`src/rtl/dmem_pkg.sv`:
```
// Shared types for the data-memory store path: size codes, buffered lane
// payload and the flush sequencing states.
package dmem_pkg;

  localparam logic [2:0] SIZE_B = 3'b000;
  localparam logic [2:0] SIZE_H = 3'b001;
  localparam logic [2:0] SIZE_W = 3'b010;

  typedef struct packed {
    logic [3:0]  be;
    logic [31:0] data;
  } sb_lanes_t;

  typedef enum logic [1:0] {
    ST_RUN   = 2'd0,
    ST_FENCE = 2'd1,
    ST_DONE  = 2'd2
  } sb_state_e;

endpackage

```
`src/rtl/store_lane_gen.sv`:
```
// Converts store size and byte offset into byte enables and lane-replicated
// write data; flags misaligned half/word stores and unknown size codes.
module store_lane_gen
  import dmem_pkg::*;
(
  input  logic [2:0]  i_size,
  input  logic [1:0]  i_off,
  input  logic [31:0] i_data,
  output sb_lanes_t   o_lanes,
  output logic        o_legal,
  output logic        o_misalign
);

  always_comb begin
    o_lanes    = '0;
    o_legal    = 1'b0;
    o_misalign = 1'b0;
    case (i_size)
      SIZE_B: begin
        o_legal       = 1'b1;
        o_lanes.be    = 4'b0001 << i_off;
        o_lanes.data  = {4{i_data[7:0]}};
      end
      SIZE_H: begin
        o_legal       = 1'b1;
        o_misalign    = i_off[0];
        o_lanes.be    = i_off[1] ? 4'b1100 : 4'b0011;
        o_lanes.data  = {2{i_data[15:0]}};
      end
      SIZE_W: begin
        o_legal       = 1'b1;
        o_misalign    = |i_off;
        o_lanes.be    = 4'b1111;
        o_lanes.data  = i_data;
      end
      default: ;
    endcase
  end

endmodule

```
`src/rtl/store_buffer_ctrl.sv`:
```
// Store buffer between the store pipeline and the single-port data memory:
// FIFO of aligned stores, drain into load-free cycles, load forwarding, fence.
//   state    | meaning
//   ST_RUN   | accepting stores, draining when the port is free
//   ST_FENCE | stores blocked, draining until the buffer is empty
//   ST_DONE  | flush complete, stores blocked until flush_req drops
module store_buffer_ctrl
  import dmem_pkg::*;
#(
  parameter int DEPTH = 4,
  parameter int AW    = 6
) (
  input  logic          clk,
  input  logic          rst,
  input  logic          i_st_valid,
  input  logic [AW-1:0] i_st_addr,
  input  logic [1:0]    i_st_off,
  input  logic [2:0]    i_st_size,
  input  logic [31:0]   i_st_data,
  output logic          o_st_ready,
  input  logic          i_ld_valid,
  input  logic [AW-1:0] i_ld_addr,
  output logic [3:0]    o_ld_fwd_mask,
  output logic [31:0]   o_ld_fwd_data,
  output logic          o_mem_we,
  output logic [AW-1:0] o_mem_addr,
  output logic [3:0]    o_mem_be,
  output logic [31:0]   o_mem_wdata,
  input  logic          i_flush_req,
  output logic          o_flush_done,
  output logic          o_misalign_err,
  output logic          o_empty,
  output logic          o_full
);

  localparam int PW = $clog2(DEPTH);
  localparam int CW = PW + 1;

  sb_state_e     r_state;
  logic          r_flush_done;
  logic          r_misalign;
  logic [PW-1:0] r_head;
  logic [PW-1:0] r_tail;
  logic [CW-1:0] r_count;
  logic [AW-1:0] r_addr [DEPTH];
  sb_lanes_t     r_ent  [DEPTH];

  sb_lanes_t     w_lanes;
  logic          w_legal;
  logic          w_mis;
  logic          w_push;
  logic          w_pop;
  logic          w_empty_next;
  logic [PW-1:0] w_fidx;

  store_lane_gen u_lane_gen (
    .i_size     (i_st_size),
    .i_off      (i_st_off),
    .i_data     (i_st_data),
    .o_lanes    (w_lanes),
    .o_legal    (w_legal),
    .o_misalign (w_mis)
  );

  assign o_empty    = (r_count == '0);
  assign o_full     = (r_count == CW'(DEPTH));
  assign o_st_ready = !o_full && (r_state == ST_RUN);

  assign w_push = i_st_valid && o_st_ready && w_legal && !w_mis;
  assign w_pop  = !o_empty && !i_ld_valid;

  // The reset cycle must never reach memory, even with a valid head entry.
  assign o_mem_we    = w_pop && !rst;
  assign o_mem_addr  = o_empty ? '0 : r_addr[r_head];
  assign o_mem_be    = o_empty ? '0 : r_ent[r_head].be;
  assign o_mem_wdata = o_empty ? '0 : r_ent[r_head].data;

  assign o_flush_done   = r_flush_done;
  assign o_misalign_err = r_misalign;

  // No pushes happen in FENCE, so emptiness after this edge depends on the pop only.
  assign w_empty_next = o_empty || ((r_count == CW'(1)) && w_pop);

  always_ff @(posedge clk) begin
    if (w_push) begin
      r_addr[r_tail] <= i_st_addr;
      r_ent[r_tail]  <= w_lanes;
    end
  end

  always_ff @(posedge clk) begin
    if (rst) begin
      r_head  <= '0;
      r_tail  <= '0;
      r_count <= '0;
    end else begin
      if (w_push) r_tail <= r_tail + 1'b1;
      if (w_pop)  r_head <= r_head + 1'b1;
      case ({w_push, w_pop})
        2'b10:   r_count <= r_count + 1'b1;
        2'b01:   r_count <= r_count - 1'b1;
        default: r_count <= r_count;
      endcase
    end
  end

  // Walk oldest to youngest so the youngest matching entry wins each lane.
  always_comb begin
    o_ld_fwd_mask = '0;
    o_ld_fwd_data = '0;
    w_fidx        = r_head;
    if (i_ld_valid) begin
      for (int i = 0; i < DEPTH; i++) begin
        w_fidx = r_head + PW'(i);
        if ((CW'(i) < r_count) && (r_addr[w_fidx] == i_ld_addr)) begin
          for (int b = 0; b < 4; b++) begin
            if (r_ent[w_fidx].be[b]) begin
              o_ld_fwd_mask[b]        = 1'b1;
              o_ld_fwd_data[8*b +: 8] = r_ent[w_fidx].data[8*b +: 8];
            end
          end
        end
      end
    end
  end

  always_ff @(posedge clk) begin
    if (rst) begin
      r_state      <= ST_RUN;
      r_flush_done <= 1'b0;
      r_misalign   <= 1'b0;
    end else begin
      r_flush_done <= 1'b0;
      r_misalign   <= i_st_valid && o_st_ready && w_legal && w_mis;
      case (r_state)
        ST_RUN: begin
          if (i_flush_req) r_state <= ST_FENCE;
        end
        ST_FENCE: begin
          if (w_empty_next) begin
            r_flush_done <= 1'b1;
            r_state      <= ST_DONE;
          end
        end
        ST_DONE: begin
          if (!i_flush_req) r_state <= ST_RUN;
        end
        default: r_state <= ST_RUN;
      endcase
    end
  end

endmodule
```
`config.mk`:
```
export PLATFORM = sky130hd
export DESIGN_NAME = store_buffer_ctrl
export DESIGN_NICKNAME = d
export VERILOG_FILES = /design/src/rtl/dmem_pkg.sv /design/src/rtl/store_lane_gen.sv /design/src/rtl/store_buffer_ctrl.sv
export SDC_FILE = /design/constraint.sdc
export NUM_CORES = 1
export LEC_CHECK = 0
export CORE_MARGIN = 4
export CORE_UTILIZATION = 50
export DETAILED_ROUTE_END_ITERATION = 10
export PLACE_DENSITY = 0.78
export SLEW_MARGIN = 20
export SYNTH_ARGS = -nofsm -noshare
export SYNTH_HDL_FRONTEND = slang
export SYNTH_HIERARCHICAL = 1
export SYNTH_SLANG_ARGS = --single-unit
```
`constraint.sdc`:
```
create_clock -name clk -period 4.3 [get_ports clk]
set_input_delay 0.86 -clock clk [delete_from_list [all_inputs] [get_ports clk]]
set_output_delay 0.86 -clock clk [all_outputs]
set_load 0.05 [all_outputs]
```
==> out/qor.json, run 1 <==
{
  "global_routing": {
    "grt_pass1_vias": 9229,
    "grt_start_max_net_pins": 111,
    "grt_util_all_layers_pct": 25.6,
    "grt-ovfl-total": 0,
    "first_pass_grt_wire_length_mm": 52.1,
    "grt_antenna_before_repair": 0
  },
  "sta": {
    "setup_violations": 7,
    "hold-worst-slack_ns": 0.518,
    "max_slew.worst_pin.slew_ns": 0.796,
    "timing.slew.headroom_pct": 46.9,
    "max_clock_freq_mhz": 230,
    "finalHoldViolations": 0,
    "grt_setup_unrepaired": "true",
    "finalMaxSlewViolations": 0,
    "finalCriticalPeriod_ns": 4.34,
    "clock_skew_ns": 0.00584,
    "post-route-period-util_pct": 101,
    "final.setup.worst_slack_ns": -0.0427
  },
  "logic_synthesis": {
    "flip_flop_and_latch_count_after_synthesis": 181,
    "synthArstFlopShare_pct": 0,
    "synth_area_per_cell_um2": 12.7,
    "post_synth_instance_area_um2": 12100,
    "netlist_instances": 954,
    "ys.flop_type": "sky130_fd_sc_hd__edfxtp_1",
    "synth_seq_area_share_pct": 43.9,
    "synth.yosys.warnings": 6,
    "synthDistinctLibCells": 60,
    "synth_nets": 1017,
    "synth_edf_count": 168
  },
  "status": {
    "violations": "setup timing",
    "status": "finished with violations"
  },
  "detailed_routing": {
    "drtAntennaViolNets": 0,
    "drc_errors": 0,
    "first_iter_violations": 1053,
    "dr_total_vias": 9516,
    "routed_via_density": 6.54,
    "drt-wirelength-per-cell_um": 24.1,
    "detailedRoute.firstPassIterationCount": 5,
    "wl_mm": 35.1
  },
  "clock_network": {
    "cts.clk_slew.worst_paths_ns": 0.07,
    "cts.root.buffer_cell": "sky130_fd_sc_hd__clkbuf_16",
    "clk-insertion-delay-late_ns": 0.43,
    "clock_buffers_created_by_tritoncts": 17,
    "cts_num_sinks": 181,
    "cts_htree_levels": 4,
    "tritoncts_clock_tree": "built",
    "clock_path_buffers": 2
  },
  "critical_path": {
    "timing.critical_path.to": "o_ld_fwd_data[1]",
    "worst-setup-path-type": "flip-flop to primary output",
    "worst-path-stages": 10,
    "r2r_end": "r_ent[1][33]",
    "critPathArrivalTime_ns": 3.48,
    "worst_path_largest_cell_delay_ns": 0.56,
    "critPathSlowestCell": "sky130_fd_sc_hd__or4_4",
    "worstPathCellList": "mux4_2 > xor2_1 > or4_4 > nor3_2 > buf_6 > nand3_1 > mux2_2 > o211ai_1 > buf_4 > buf_12",
    "reg2reg_from": "r_count[0]",
    "cpLargestDelayFamily": "simple AND/OR/NAND/NOR gates",
    "timing.critical_path.required_ns": 3.44,
    "timing.critical_path.buf_inv": 3,
    "cp_max_fo": 11,
    "ff2ff_path_depth": 8,
    "worst_setup_path_startpoint": "r_addr[3][0]",
    "reg2reg_setup_slack_ns": 1.43,
    "worst_setup_path_end_kind": "primary output",
    "startpoint_type": "flip-flop"
  },
  "power": {
    "static_leakage_nw": 5.11,
    "peakVddDrop_mv": 0.344,
    "power_density_nw_per_um2": 467,
    "design_power_total_mw": 7.27
  },
  "placement": {
    "placedInstanceArea_um2": 14600,
    "globalplace.congestion": 0.924,
    "detailedPlacementHpwl_mm": 23.6,
    "dp_cells": 1408,
    "buffer_ports.inserted": 137
  },
  "cells_and_area": {
    "final_net_count": 1185,
    "final_layout_size_suffix_gt1_share_pct": 32.2,
    "layout-area-overhead-vs-synth_pct": 28.6,
    "filler_cell_count": 1638,
    "post-route-util_pct": 65.9,
    "layout.cell_area.non_filler_um2": 15600,
    "antenna-diode-count": 0,
    "finish.cell_count_without_fillers": 1454
  },
  "floorplanning": {
    "dieHeight_um": 164,
    "num_rows": 56,
    "io-pin-count": 138,
    "fp.dieArea_um2": 26700,
    "core_area_um2": 23600,
    "dieWidth_um": 164,
    "initial_core_util_pct": 51.2
  },
  "flow_run": {
    "max_cap_violations": 0
  },
  "min_path": {
    "worst_hold_path_type": "flip-flop to flip-flop"
  }
}
[worst min path at each step]
stage                        end  slack (ns)       start  cells after the start
CTS                 o_flush_done        0.52  r_state[1]                      1
floorplan           o_flush_done        0.47  r_state[1]                      1
detailed placement  o_flush_done        0.50  r_state[1]                      1
finish              o_flush_done        0.52  r_state[1]                      1
global route          r_state[0]        0.55  r_state[0]                      1
global placement    o_flush_done        0.50  r_state[1]                      1
[cell usage after synthesis, types with 7 or more instances]
master | instances | area, um^2
sky130_fd_sc_hd__and3_1 | 16 | 100
sky130_fd_sc_hd__nor4_1 | 7 | 43.8
sky130_fd_sc_hd__buf_2 | 22 | 110
sky130_fd_sc_hd__xnor2_1 | 20 | 175
sky130_fd_sc_hd__xor2_1 | 14 | 123
sky130_fd_sc_hd__nand3_1 | 22 | 110
sky130_fd_sc_hd__o21ai_0 | 19 | 95.1
sky130_fd_sc_hd__ha_1 | 9 | 113
sky130_fd_sc_hd__mux2_2 | 29 | 327
sky130_fd_sc_hd__nor3_1 | 8 | 40.0
sky130_fd_sc_hd__o22ai_2 | 10 | 125
sky130_fd_sc_hd__nand2_1 | 43 | 161
sky130_fd_sc_hd__dfxtp_1 | 13 | 260
sky130_fd_sc_hd__o22ai_1 | 7 | 43.8
sky130_fd_sc_hd__nor2b_1 | 12 | 75.1
sky130_fd_sc_hd__buf_1 | 12 | 45.0
sky130_fd_sc_hd__o21ai_1 | 17 | 85.1
sky130_fd_sc_hd__and2_1 | 54 | 338
sky130_fd_sc_hd__mux4_2 | 108 | 2430
sky130_fd_sc_hd__clkbuf_1 | 41 | 154
sky130_fd_sc_hd__inv_1 | 13 | 48.8
sky130_fd_sc_hd__mux2i_1 | 64 | 641
sky130_fd_sc_hd__nor2_1 | 66 | 248
sky130_fd_sc_hd__edfxtp_1 | 168 | 5040
sky130_fd_sc_hd__a22oi_1 | 7 | 52.6
sky130_fd_sc_hd__a21oi_1 | 57 | 285
sky130_fd_sc_hd__a221o_1 | 10 | 100
sky130_fd_sc_hd__a211oi_1 | 15 | 113
[area by class of cell]
| class | instances | area, um^2 | share of cell area, % |
|---|---|---|---|
| multi-input combinational | 678 | 6680 | 42.9 |
| sequential | 181 | 5320 | 34.2 |
| timing repair buffer | 229 | 2570 | 16.5 |
| tap | 319 | 399 | 2.57 |
| clock buffer | 18 | 429 | 2.76 |
| clock inverter | 14 | 103 | 0.659 |
| inverter | 15 | 56.3 | 0.362 |
[cells in the final DEF, fill, tap and decap left out, drive strengths merged, types with 4 or more instances in the layout]
master	n
edfxtp	168
buf	128
mux4	108
clkdlybuf4s50	98
nor2	66
mux2i	64
a21oi	57
and2	54
nand2	43
o21ai	36
mux2	31
nand3	22
xnor2	20
clkbuf	19
inv	17
o22ai	17
and3	16
a211oi	15
xor2	14
dfxtp	13
nor2b	12
a221o	10
nor3	10
clkinv	10
ha	9
a22oi	7
nor4	7
a31oi	6
o211ai	5
a221oi	5
o21a	4
and4	4
[report_power, final]
part / total [mW] / leakage [nW] / switching [mW] / internal [mW]
Sequential: 2.10 / 1.65 / 0.0855 / 2.01
Combinational: 3.77 / 3.20 / 2.19 / 1.58
Clock: 1.41 / 0.260 / 0.666 / 0.743
Total: 7.27 / 5.11 / 2.94 / 4.33
[kinds of logic (layout without fill, tap and decap cells)]
kind of cell               after synthesis  count (layout)  share of synthesized area, %
and+or+nand+nor                        252             252                          10.8
DFF                                    181             181                          43.9
xor gates and xnor gates                34              34                          2.46
buffers and inverters                   96             276                          3.55
adders and majority gates                9               9                         0.931
muxes                                  202             203                          28.2
AOI/OAI and AO/OA                      180             180                          10.2
[layer usage]
layer	vias to the layer above	track usage [%]	share of wire (%)
met1	4697	34.0	38
met5	-	0	0
met2	606	41.5	49
li1	4132	-	-
met3	81	5.48	9.8
met4	0	10.3	3.1
[registers in the layout, summed over array words and instances, names as in the netlist, named ones only]
register and count:
o_flush_done 1, o_misalign_err 1, r_addr 24, r_count 3, r_ent 144, r_head 2
r_state 2, r_tail 2
[per-stage QoR]
stage,setup WS (ns),setup TNS [ns]
2_1_floorplan,0.0208,0
3_3_place_gp,-0.0451,-0.0451
3_5_place_dp,-0.127,-0.823
4_1_cts,0.00110,0
5_1_grt,-0.112,-1.13
6_report,-0.0427,-0.120
[timing repair]
action	4_1_cts	5_1_grt
gates resized for setup	16	43
cloned	0	2
pin swaps	1	5
buffers inserted	1	11
hold buffers	0	0
endpoints found under the setup margin	28	33
No activity file was read; power rests on OpenSTA's default activity.
==> run 2: changes to the inputs <==
--- a/config.mk
+++ b/config.mk
@@ -5,12 +5,11 @@
 export SDC_FILE = /design/constraint.sdc
 export NUM_CORES = 1
 export LEC_CHECK = 0
-export CORE_MARGIN = 4
+export CORE_MARGIN = 1
 export CORE_UTILIZATION = 50
 export DETAILED_ROUTE_END_ITERATION = 10
 export PLACE_DENSITY = 0.78
 export SLEW_MARGIN = 20
 export SYNTH_ARGS = -nofsm -noshare
 export SYNTH_HDL_FRONTEND = slang
-export SYNTH_HIERARCHICAL = 1
 export SYNTH_SLANG_ARGS = --single-unit
==> out/qor.json, run 2 <==
{
  "status": {
    "status": {"value": "finished, final reports clean", "change": "was finished with violations"}
  },
  "placement": {
    "globalplace.congestion": {"value": 0.943, "change": "was 0.924"},
    "dpl_worst_slack": {"value": -0.0383, "unit": "ns", "change": "was -0.127 ns"},
    "dp_cells": {"value": 1494, "change": "was 1408"},
    "detailedPlacementHpwl": {"value": 23.6, "unit": "mm", "change": "about the same"},
    "buffer_ports.inserted": {"value": 137, "change": "unchanged"}
  },
  "sta": {
    "max_slew.worst_pin.slew": {"value": 0.691, "unit": "ns", "change": "was 0.796 ns"},
    "final.setup.worst_slack": {"value": 0.000103, "unit": "ns", "change": "was -0.0427 ns"},
    "timing.slew.headroom": {"value": 53.4, "unit": "%", "change": "was 46.9%"},
    "max_clock_freq": {"value": 233, "unit": "MHz", "change": "was 230 MHz"},
    "tns": {"value": 0, "unit": "ns", "change": "was -0.120 ns"},
    "setup_violations": {"value": 0, "change": "was 7"},
    "grt_setup_unrepaired": {"value": "true", "change": "unchanged"},
    "post-route-period-util": {"value": 100, "unit": "%", "change": "was 101%"},
    "finalCriticalPeriod": {"value": 4.30, "unit": "ns", "change": "was 4.34 ns"},
    "finalHoldViolations": {"value": 0, "change": "unchanged"},
    "clock_skew": {"value": 0.0103, "unit": "ns", "change": "was 0.00584 ns"},
    "finalMaxSlewViolations": {"value": 0, "change": "unchanged"}
  },
  "cells_and_area": {
    "largestRegisters": {"value": "r_ent (144), r_addr (24), r_count (3)", "change": "unchanged"},
    "final_common_cell": {"value": "sky130_fd_sc_hd__edfxtp_1", "change": "unchanged"},
    "multi_input_area": {"value": 6460, "unit": "um^2", "change": "was 6680 um^2"},
    "final_net_count": {"value": 1265, "change": "was 1185"},
    "filler_cell_count": {"value": 1704, "change": "was 1638"},
    "layout_common_cells": {"value": "168 x sky130_fd_sc_hd__edfxtp_1, 93 x sky130_fd_sc_hd__nor2_1, 87 x sky130_fd_sc_hd__clkdlybuf4s50_1, 87 x sky130_fd_sc_hd__buf_4, 76 x sky130_fd_sc_hd__mux4_2", "change": "was 168 x sky130_fd_sc_hd__edfxtp_1, 108 x sky130_fd_sc_hd__mux4_2, 98 x sky130_fd_sc_hd__clkdlybuf4s50_1, 80 x sky130_fd_sc_hd__buf_4, 65 x sky130_fd_sc_hd__nor2_1"},
    "post-route-util": {"value": 65.4, "unit": "%", "change": "was 65.9%"},
    "finish.cell_count_without_fillers": {"value": 1534, "change": "was 1454"},
    "antenna-diode-count": {"value": 0, "change": "unchanged"},
    "sequential_cell_area": {"value": 5320, "unit": "um^2", "change": "unchanged"},
    "layout-area-overhead-vs-synth": {"value": 27.9, "unit": "%", "change": "was 28.6%"},
    "largest_register_ff_count": {"value": 144, "change": "unchanged"},
    "largest-register": {"value": "r_ent", "change": "unchanged"},
    "final_layout_size_suffix_gt1_share": {"value": 28.2, "unit": "%", "change": "was 32.2%"}
  },
  "clock_network": {
    "cts_htree_levels": {"value": 4, "change": "unchanged"},
    "cts_num_sinks": {"value": 181, "change": "unchanged"},
    "cts.clk_slew.worst_paths": {"value": 0.07, "unit": "ns", "change": "about the same"},
    "clk-insertion-delay-late": {"value": 0.44, "unit": "ns", "change": "was 0.43 ns"},
    "cts.root.buffer_cell": {"value": "sky130_fd_sc_hd__clkbuf_16", "change": "unchanged"},
    "tritoncts_clock_tree": {"value": "built", "change": "unchanged"},
    "clock_path_buffers": {"value": 2, "change": "unchanged"},
    "clock_buffers_created_by_tritoncts": {"value": 17, "change": "unchanged"}
  },
  "global_routing": {
    "grt_util_all_layers": {"value": 29.1, "unit": "%", "change": "was 25.6%"},
    "grt-ovfl-total": {"value": 0, "change": "unchanged"},
    "grt_start_max_net_pins": {"value": 125, "change": "was 111"},
    "grt_pass1_vias": {"value": 9904, "change": "was 9229"},
    "first_pass_grt_wire_length": {"value": 54.0, "unit": "mm", "change": "was 52.1 mm"},
    "grt_antenna_before_repair": {"value": 0, "change": "unchanged"}
  },
  "critical_path": {
    "worst-setup-path-type": {"value": "flip-flop to primary output", "change": "unchanged"},
    "critPathArrivalTime": {"value": 3.44, "unit": "ns", "change": "was 3.48 ns"},
    "worstPathCellList": {"value": "mux4_2 > xor2_1 > or4_4 > or3_4 > a211oi_4 > buf_12 > a211oi_2 > o22ai_1 > buf_4 > buf_12", "change": "was mux4_2 > xor2_1 > or4_4 > nor3_2 > buf_6 > nand3_1 > mux2_2 > o211ai_1 > buf_4 > buf_12"},
    "worst_path_largest_cell_delay": {"value": 0.59, "unit": "ns", "change": "was 0.56 ns"},
    "timing.critical_path.required": {"value": 3.44, "unit": "ns", "change": "about the same"},
    "critPathSlowestCell": {"value": "sky130_fd_sc_hd__or4_4", "change": "unchanged"},
    "cpLargestDelayFamily": {"value": "simple AND/OR/NAND/NOR gates", "change": "unchanged"},
    "worst_setup_path_end_kind": {"value": "primary output", "change": "unchanged"},
    "cp_max_fo": {"value": 8, "change": "was 11"},
    "ff2ff_path_depth": {"value": 8, "change": "unchanged"},
    "worst-path-stages": {"value": 10, "change": "unchanged"},
    "timing.critical_path.buf_inv": {"value": 3, "change": "unchanged"},
    "critical_path.most_common_cell": "sky130_fd_sc_hd__buf_12",
    "startpoint_type": {"value": "flip-flop", "change": "unchanged"}
  },
  "floorplanning": {
    "num_rows": {"value": 56, "change": "unchanged"},
    "io-pin-count": {"value": 138, "change": "unchanged"},
    "initial_core_util": {"value": 51.1, "unit": "%", "change": "was 51.2%"},
    "dieHeight": {"value": 157, "unit": "um", "change": "was 164 um"},
    "dieWidth": {"value": 157, "unit": "um", "change": "was 164 um"},
    "fp.dieArea": {"value": 24600, "unit": "um^2", "change": "was 26700 um^2"},
    "core_area": {"value": 23500, "unit": "um^2", "change": "was 23600 um^2"}
  },
  "logic_synthesis": {
    "synth_seq_area_share": {"value": 44.2, "unit": "%", "change": "was 43.9%"},
    "yosysTopAreaCell": {"value": "sky130_fd_sc_hd__edfxtp_1", "change": "unchanged"},
    "post_synth_instance_area": {"value": 12000, "unit": "um^2", "change": "was 12100 um^2"},
    "synth_nets": {"value": 1106, "change": "was 1017"},
    "yosysMostFrequentCell": {"value": "sky130_fd_sc_hd__edfxtp_1", "change": "unchanged"},
    "synth_edf_count": {"value": 168, "change": "unchanged"},
    "flip_flop_and_latch_count_after_synthesis": {"value": 181, "change": "unchanged"},
    "netlist_instances": {"value": 1043, "change": "was 954"},
    "ys.flop_type": {"value": "sky130_fd_sc_hd__edfxtp_1", "change": "unchanged"},
    "synthArstFlopShare": {"value": 0, "unit": "%", "change": "unchanged"},
    "synth.yosys.warnings": {"value": 0, "change": "was 6"},
    "synthDistinctLibCells": {"value": 54, "change": "was 60"},
    "synth_area_leaders": {"value": "sky130_fd_sc_hd__edfxtp_1 42%, sky130_fd_sc_hd__mux4_2 14%, sky130_fd_sc_hd__mux2i_1 5.8%", "change": "was sky130_fd_sc_hd__edfxtp_1 42%, sky130_fd_sc_hd__mux4_2 20%, sky130_fd_sc_hd__mux2i_1 5.3%"},
    "synth_area_per_cell": {"value": 11.5, "unit": "um^2", "change": "was 12.7 um^2"},
    "top_post_synthesis_cells_by_count": {"value": "168 x sky130_fd_sc_hd__edfxtp_1, 93 x sky130_fd_sc_hd__nor2_1, 76 x sky130_fd_sc_hd__mux4_2", "change": "was 168 x sky130_fd_sc_hd__edfxtp_1, 108 x sky130_fd_sc_hd__mux4_2, 66 x sky130_fd_sc_hd__nor2_1"},
    "netlist.area_leader.share": {"value": 42.0, "unit": "%", "change": "was 41.7%"}
  },
  "detailed_routing": {
    "first_iter_violations": {"value": 1451, "change": "was 1053"},
    "wl": {"value": 35.9, "unit": "mm", "change": "was 35.1 mm"},
    "routed_via_density": {"value": 6.64, "change": "was 6.54"},
    "drt-wirelength-per-cell": {"value": 23.4, "unit": "um", "change": "was 24.1 um"},
    "drtAntennaViolNets": {"value": 0, "change": "unchanged"},
    "drc_errors": {"value": 0, "change": "unchanged"},
    "detailedRoute.firstPassIterationCount": {"value": 8, "change": "was 5"},
    "dr_total_vias": {"value": 10200, "change": "was 9516"}
  },
  "min_path": {
    "worstHoldPathCells": {"value": 1, "change": "unchanged"},
    "worst_hold_path_type": {"value": "flip-flop to flip-flop", "change": "unchanged"}
  },
  "power": {
    "design_power_total": {"value": 7.39, "unit": "mW", "change": "was 7.27 mW"},
    "static_leakage": {"value": 5.15, "unit": "nW", "change": "was 5.11 nW"},
    "peakVddDrop": {"value": 0.368, "unit": "mV", "change": "was 0.344 mV"},
    "power_density": {"value": 482, "unit": "nW/um^2", "change": "was 467 nW/um^2"}
  },
  "flow_run": {
    "max_cap_violations": {"value": 0, "change": "unchanged"}
  }
}
==> run 2: changes by cell type after synthesis, sizes merged, moves of 16 or more <==
cell / before / now
nor2: 66 / 93
o31ai: 0 / 20
inv: 13 / 38
a21oi: 57 / 34
mux4: 108 / 76
nand2: 43 / 63
and3: 16 / 0
o21ai: 36 / 64
==> run 2: cell type report <==
type / count / share of cell area [%]
Multi-Input combinational cell: 741 / 42.1
Inverter: 38 / 0.929
Sequential cell: 181 / 34.6
Timing Repair Buffer: 223 / 16.0
Clock inverter: 14 / 0.921
Clock buffer: 18 / 2.80
Tap cell: 319 / 2.60
==> run 2: final timing paths <==
path | end | startpoint | slack [ns]
max | o_ld_fwd_data[5] | r_addr[1][2] | 0.0001
max reg2reg | r_ent[2][19] | r_count[0] | 1.48
min reg2reg | o_flush_done | r_state[1] | 0.51
min | o_flush_done | r_state[1] | 0.51
==> run 2: routing by layer <==
layer / GRT usage, % / part of all wire [%] / vias to the layer above
met5: 0 / 0 / -
met4: 11.5 / 3.0 / 0
met3: 5.12 / 11 / 111
met2: 47.9 / 48 / 741
met1: 38.3 / 38 / 4989
li1: - / - / 4340
==> run 2: cells by family (layout without fill, tap and decap cells) <==
group / Yosys count / after routing / synth area share, %
xor+xnor: 31 / 31 / 2.26
mux: 191 / 191 / 24.3
simple gates: 283 / 283 / 11.2
buf+inv: 121 / 293 / 4.20
flops: 181 / 181 / 44.2
fa+ha+maj: 9 / 9 / 0.938
compound gates: 227 / 227 / 12.9
==> run 2: repair_timing <==
| item | 4_1_cts | 5_1_grt |
|---|---|---|
| gates cloned | 0 | 1 |
| gates resized for setup | 24 | 14 |
| buffers inserted | 5 | 2 |
| pin swaps | 6 | 16 |
| endpoints found under the setup margin | 31 | 33 |
| hold buffers | 0 | 0 |
==> run 2: through the flow <==
| stage | area [um^2] | hold slack [ns] |
|---|---|---|
| 2_1_floorplan | 12100 | 0.468 |
| 4_1_cts | 15200 | 0.513 |
| 3_3_place_gp | 14500 | 0.490 |
| 5_1_grt | 15300 | 0.536 |
| 3_5_place_dp | 14500 | 0.503 |
| 6_report | 15300 | 0.510 |
==> run 2: where the power goes <==
| group | total [mW] | leakage (nW) | internal [mW] | switching, mW |
|---|---|---|---|---|
| sequential | 2.09 | 1.65 | 2.01 | 0.0856 |
| combinational | 3.78 | 3.23 | 1.52 | 2.26 |
| clock | 1.52 | 0.268 | 0.816 | 0.707 |
==> patch 1 (settings of run 1) <==
Change the parameter `AW` from 6 to 7.
--- a/src/rtl/store_buffer_ctrl.sv
+++ b/src/rtl/store_buffer_ctrl.sv
@@ -8,7 +8,7 @@
   import dmem_pkg::*;
 #(
   parameter int DEPTH = 4,
-  parameter int AW    = 6
+  parameter int AW    = 7
 ) (
   input  logic          clk,
   input  logic          rst,
Ports: changed (resized i_ld_addr, i_st_addr and o_mem_addr); port bits go from 138 to 141. The function was not compared with the original's and may differ.
==> patch 1 against run 1 <==
Cell area is 4.1% higher; routed wire length up 7.3%; sequential cell count rose by 4; combinational power increased by 5%; area after synthesis grew 1.4%; power grew 5.3%; setup slack improved by 0.068 ns; largest power group unchanged; critical path type unchanged; first-iteration DRC count grew 21%; non-clock buffer count up 29; core utilization up 0.89 points.
==> patch 1: results (changes against run 1) <==
- Drt first pass iters: 6 (was 5)
- Clk Latency, worst-skew pair: 0.44 ns
- Initial antenna violation count: 1 (was 0)
- Iter 0 DRT Violations: 1277 (was 1053)
- Diode count: 0 (unchanged)
- # placed instances: 1495 (was 1408)
- Post-Synth Adder-Cell Area: 0.9183% (was 0.9310%)
- Drt wl/cell: 24.31 µm (was 24.15 µm)
- Final wirelength: 37.66 mm (was 35.11 mm)
- Cell variety after synth: 53 (was 60)
- Main synth FF type: edfxtp_1 (unchanged)
- Inserted Clock Buffers: 17 (unchanged)
- VDD IR-drop max: 0.0003614 V (was 0.0003443 V)
- EDFF count, synth: 172 (was 168)
- Syn Nets: 1088 (was 1017)
- HPWL Detailed: 24.53 mm (was 23.56 mm)
- Mux share of post-synthesis cell area: 24.03% (was 28.20%)
- H-tree levels: 4 (unchanged)
- Ys Warns: 6 (unchanged)
- Clk root buf: clkbuf_16 (unchanged)
- Clock buffer depth: 2 (unchanged)
- Compound-Gate Fraction of Synth Area: 13.72% (was 10.16%)
- Min-delay worst type: reg2reg (unchanged)
- Grt met1 use: 34.51% (was 34.04%)
- Final Skew: 0.009413 ns (was 0.005836 ns)
- XOR/XNOR Fraction of Synth Area: 2.357% (was 2.462%)
- Ratio of cells with drive above 1 in the final layout: 32.41% (was 32.25%)
- Met3 Track Usage GR: 4.193% (was 5.476%)
- Ys async rst share: 0% (unchanged)
- Commonest cells post-synth: edfxtp_1 (172), nor2_1 (92), a21oi_1 (81), mux4_2 (81), mux2i_1 (66) (was edfxtp_1 (168), mux4_2 (108), nor2_1 (66))
- GP Congestion: 0.8538 (was 0.9243)
- CP arrival: 3.41 ns (was 3.48 ns)
- Worst-path clk slew: 0.08 ns
- Area contributors post-synth: edfxtp_1 (42%), mux4_2 (15%), mux2i_1 (5.4%) (was edfxtp_1 (42%), mux4_2 (20%), mux2i_1 (5.3%))
- FF-to-FF setup slack: 1.25 ns (was 1.43 ns)
- Slew HR: 38.38% (was 46.93%)
- Biggest regs: r_ent: 144 flops, r_addr: 28 flops, r_count: 3 flops (was r_ent: 144 flops, r_addr: 24 flops, r_count: 3 flops)
- DP Area: 14910 µm² (was 14580 µm²)
- Max stage delay on crit path: 0.54 ns (was 0.56 ns)
- First-pass GRT wire length: 55.22 mm (was 52.10 mm)
- DR vias: 10070 (was 9516)
- Net count, final: 1277 (was 1185)
- Leak: 5.355 nW (was 5.113 nW)
- Status: finished clean (was finished with violations)
- I/O Buffers: 140 (was 137)
- GRT Util Overall: 26.76% (was 25.64%)
- Hold_ws: 0.5161 ns (was 0.5180 ns)
- Met2 global-route usage: 45.21% (was 41.47%)
- Seq/Total Area, Yosys: 44.24% (was 43.86%)
- Pin count of the biggest net entering global routing: 102 (was 111)
- CP max stage cell: mux4_2 (was or4_4)
- Syn Inst Count: 1023 (was 954)
- Worst Path Max Fanout: 9 (was 11)
- Sw frac: 40.98% (was 40.40%)
## patch 1: changes by cell type after synthesis, sizes merged, moves of 11 or more
cell	before	now
and3	16	0
nand2	43	21
mux4	108	81
mux2	30	41
nor2	66	92
a31oi	6	28
inv	13	30
a21oi	57	81
a221oi	5	17
a2111oi	3	24
nand3	22	7
## patch 1: logic make-up after synthesis
logic type	after synthesis
xor+xnor	33
simple gates	241
compound gates	249
mux	188
fa+ha+maj	9
buf+inv	118
flops	185
## patch 1: worst paths after layout
| path | start | to | depth (start not counted) |
|---|---|---|---|
| worst max-delay path | flop | o_ld_fwd_data[31] | 11 |
| worst min-delay path | r_state[1] | o_flush_done | 1 |
| worst max register to register | r_count[0] | r_ent[3][5] | 8 |
| worst min register to register | r_state[1] | o_flush_done | 1 |
## patch 1: worst max-delay path, delay by kind of cell (launching register included)
| family | cells | cell delay, ns |
|---|---|---|
| AND/OR/NAND/NOR | 3 | 0.73 |
| buffers and inverters | 4 | 0.64 |
| multiplexers | 1 | 0.54 |
| flip-flops | 1 | 0.44 |
| AO/OA/AOI/OAI | 2 | 0.41 |
| XOR/XNOR | 1 | 0.18 |
## patch 1: metal layers
layer / part of all wire (%) / wire length (µm) / vias to the layer above
met3: 9.0 / 3379 / 105
met5: 0.035 / 13 / -
met1: 37 / 13960 / 4991
li1: - / - / 4378
met4: 3.6 / 1360 / 2
met2: 50 / 18950 / 598
## patch 1: power by group through the flow
| stage | Sequential (W) | Clock, W | Combinational [W] |
|---|---|---|---|
| final | 0.00215 | 0.00154 | 0.00397 |
| after floorplan | 0.00213 | 0 | 0.00267 |
| after global placement | 0.00221 | 0 | 0.00355 |
| after detailed placement | 0.00222 | 0 | 0.00359 |
| after CTS | 0.00216 | 0.00154 | 0.00372 |
| after global routing | 0.00216 | 0.00162 | 0.00417 |
## patch 1: timing repair
item / in CTS / in global routing
buffers inserted: 9 / 12
gates cloned: 0 / 1
pin swaps: 7 / 12
gates resized for setup: 37 / 73
endpoints found under the setup margin: 33 / 33
hold buffers: 0 / 0
## patch 1: metrics by stage
stage	utilization (%)	setup slack, ns
global route	66.78	-0.1512
floorplan	-	-0.3559
global placement	61.50	-0.1872
finish	66.78	0.02519
CTS	64.81	-0.008039
detailed placement	61.50	-0.2830
## patch 1: final cells by class
class	instances	area, µm²
tap	324	405.4
multi-input combinational	720	6800
timing repair buffer	258	2856
clock buffer	17	425.4
clock inverter	15	155.1
sequential	185	5438
fill	1679	8055
inverter	30	112.6
==> patch 2 (config.mk and constraints of run 1) <==
Made on the original files. Register the output `o_misalign_err` once more, with the module's reset; this adds one clock of latency there. The other outputs are not delayed to match.
--- a/src/rtl/store_buffer_ctrl.sv
+++ b/src/rtl/store_buffer_ctrl.sv
@@ -76,7 +76,13 @@
   assign o_mem_wdata = o_empty ? '0 : r_ent[r_head].data;
 
   assign o_flush_done   = r_flush_done;
-  assign o_misalign_err = r_misalign;
+  always_ff @(posedge clk) begin
+    if (rst) begin
+      o_misalign_err <= '0;
+    end else begin
+      o_misalign_err <= r_misalign;
+    end
+  end
 
   // No pushes happen in FENCE, so emptiness after this edge depends on the pop only.
   assign w_empty_next = o_empty || ((r_count == CW'(1)) && w_pop);
Check against the original RTL: not settled (the Yosys comparison gave no result); the edit may change what the design does.
==> patch 2 against run 1 <==
Combinational power hardly changed; routed wire length is 1.4% lower; die area is 1.9% higher; area after synthesis is 2.0% higher; register-to-register slack worse by 0.24 ns; setup slack better by 0.11 ns; via count is 0.54% lower; sequential cell count is 1 higher; power is 2.3% higher; cell area is 0.31% higher.
==> patch 2: results (changes against run 1) <==
- Status: finished clean (was finished with violations)
- XOR/XNOR Fraction of Synth Area: 2.272% (was 2.462%)
- Worst R2R End: r_ent[3][28] (was r_ent[1][33])
- Leak: 5.249 nW (was 5.113 nW)
- Routed wire length on met3: 3.148 mm (was 3.456 mm)
- Final wirelength: 34.62 mm (was 35.11 mm)
- Worst Path Max Fanout: 9 (was 11)
- Post-route non-filler standard cell count: 1455 (was 1454)
- Mux share of post-synthesis cell area: 28.66% (was 28.20%)
- Worst Hold Path EP: o_misalign_err (was o_flush_done)
- Commonest cells post-synth: edfxtp_1 (168), mux4_2 (124), nand2_1 (70) (was edfxtp_1 (168), mux4_2 (108), nor2_1 (66))
- First-pass GRT wire length: 52.11 mm (was 52.10 mm)
- Net count, final: 1181 (was 1185)
- M1 WL: 13.43 mm (was 13.32 mm)
- Post-Synth Adder-Cell Area: 0.9128% (was 0.9310%)
- Wire length on met2: 17.07 mm (was 17.25 mm)
- CP arrival: 3.37 ns (was 3.48 ns)
- Ratio of cells with drive above 1 in the final layout: 29.80% (was 32.25%)
- DP Area: 14700 µm² (was 14580 µm²)
- CP delay by family, top: compound AO/OA/AOI/OAI gates (was simple AND/OR/NAND/NOR gates)
- Final Skew: 0.01038 ns (was 0.005836 ns)
- Cell variety after synth: 61 (was 60)
- Hold Crit Start: r_misalign (was r_state[1])
- Area contributors post-synth: edfxtp_1 (41%), mux4_2 (23%), mux2i_1 (4.4%) (was edfxtp_1 (42%), mux4_2 (20%), mux2i_1 (5.3%))
- Grt met1 use: 33.87% (was 34.04%)
- Setup WS pre-CTS: -0.1121 ns (was -0.1268 ns)
- Syn Inst Count: 969 (was 954)
- Seq/Total Area, Yosys: 43.16% (was 43.86%)
- CP max stage cell: mux4_2 (was or4_4)
- HPWL Detailed: 23.30 mm (was 23.56 mm)
- Iter 0 DRT Violations: 1154 (was 1053)
- FF-to-FF setup slack: 1.19 ns (was 1.43 ns)
==> patch 2: worst max path at each step <==
stage | from | to
5_1_grt | r_head[1] | o_ld_fwd_data[11]
4_1_cts | r_head[0] | o_ld_fwd_data[31]
2_1_floorplan | i_ld_addr[5] | o_ld_fwd_mask[3]
3_5_place_dp | i_ld_addr[1] | o_ld_fwd_data[27]
3_3_place_gp | i_ld_addr[1] | o_ld_fwd_data[6]
6_report | flop | o_ld_fwd_data[29]
==> patch 2: final cells by class <==
cell class | instances | area (µm²)
inverter | 36 | 135.1
fill | 1733 | 8713
sequential | 182 | 5338
multi-input combinational | 668 | 6686
clock buffer | 19 | 432.9
clock inverter | 13 | 147.6
timing repair buffer | 213 | 2461
tap | 324 | 405.4
==> patch 2: power breakdown <==
| part | switching (W) | internal [W] | total [W] |
|---|---|---|---|
| clock | 0.000695 | 0.000865 | 0.00156 |
| combinational | 0.00216 | 0.00161 | 0.00377 |
| sequential | 0.0000936 | 0.00202 | 0.00211 |
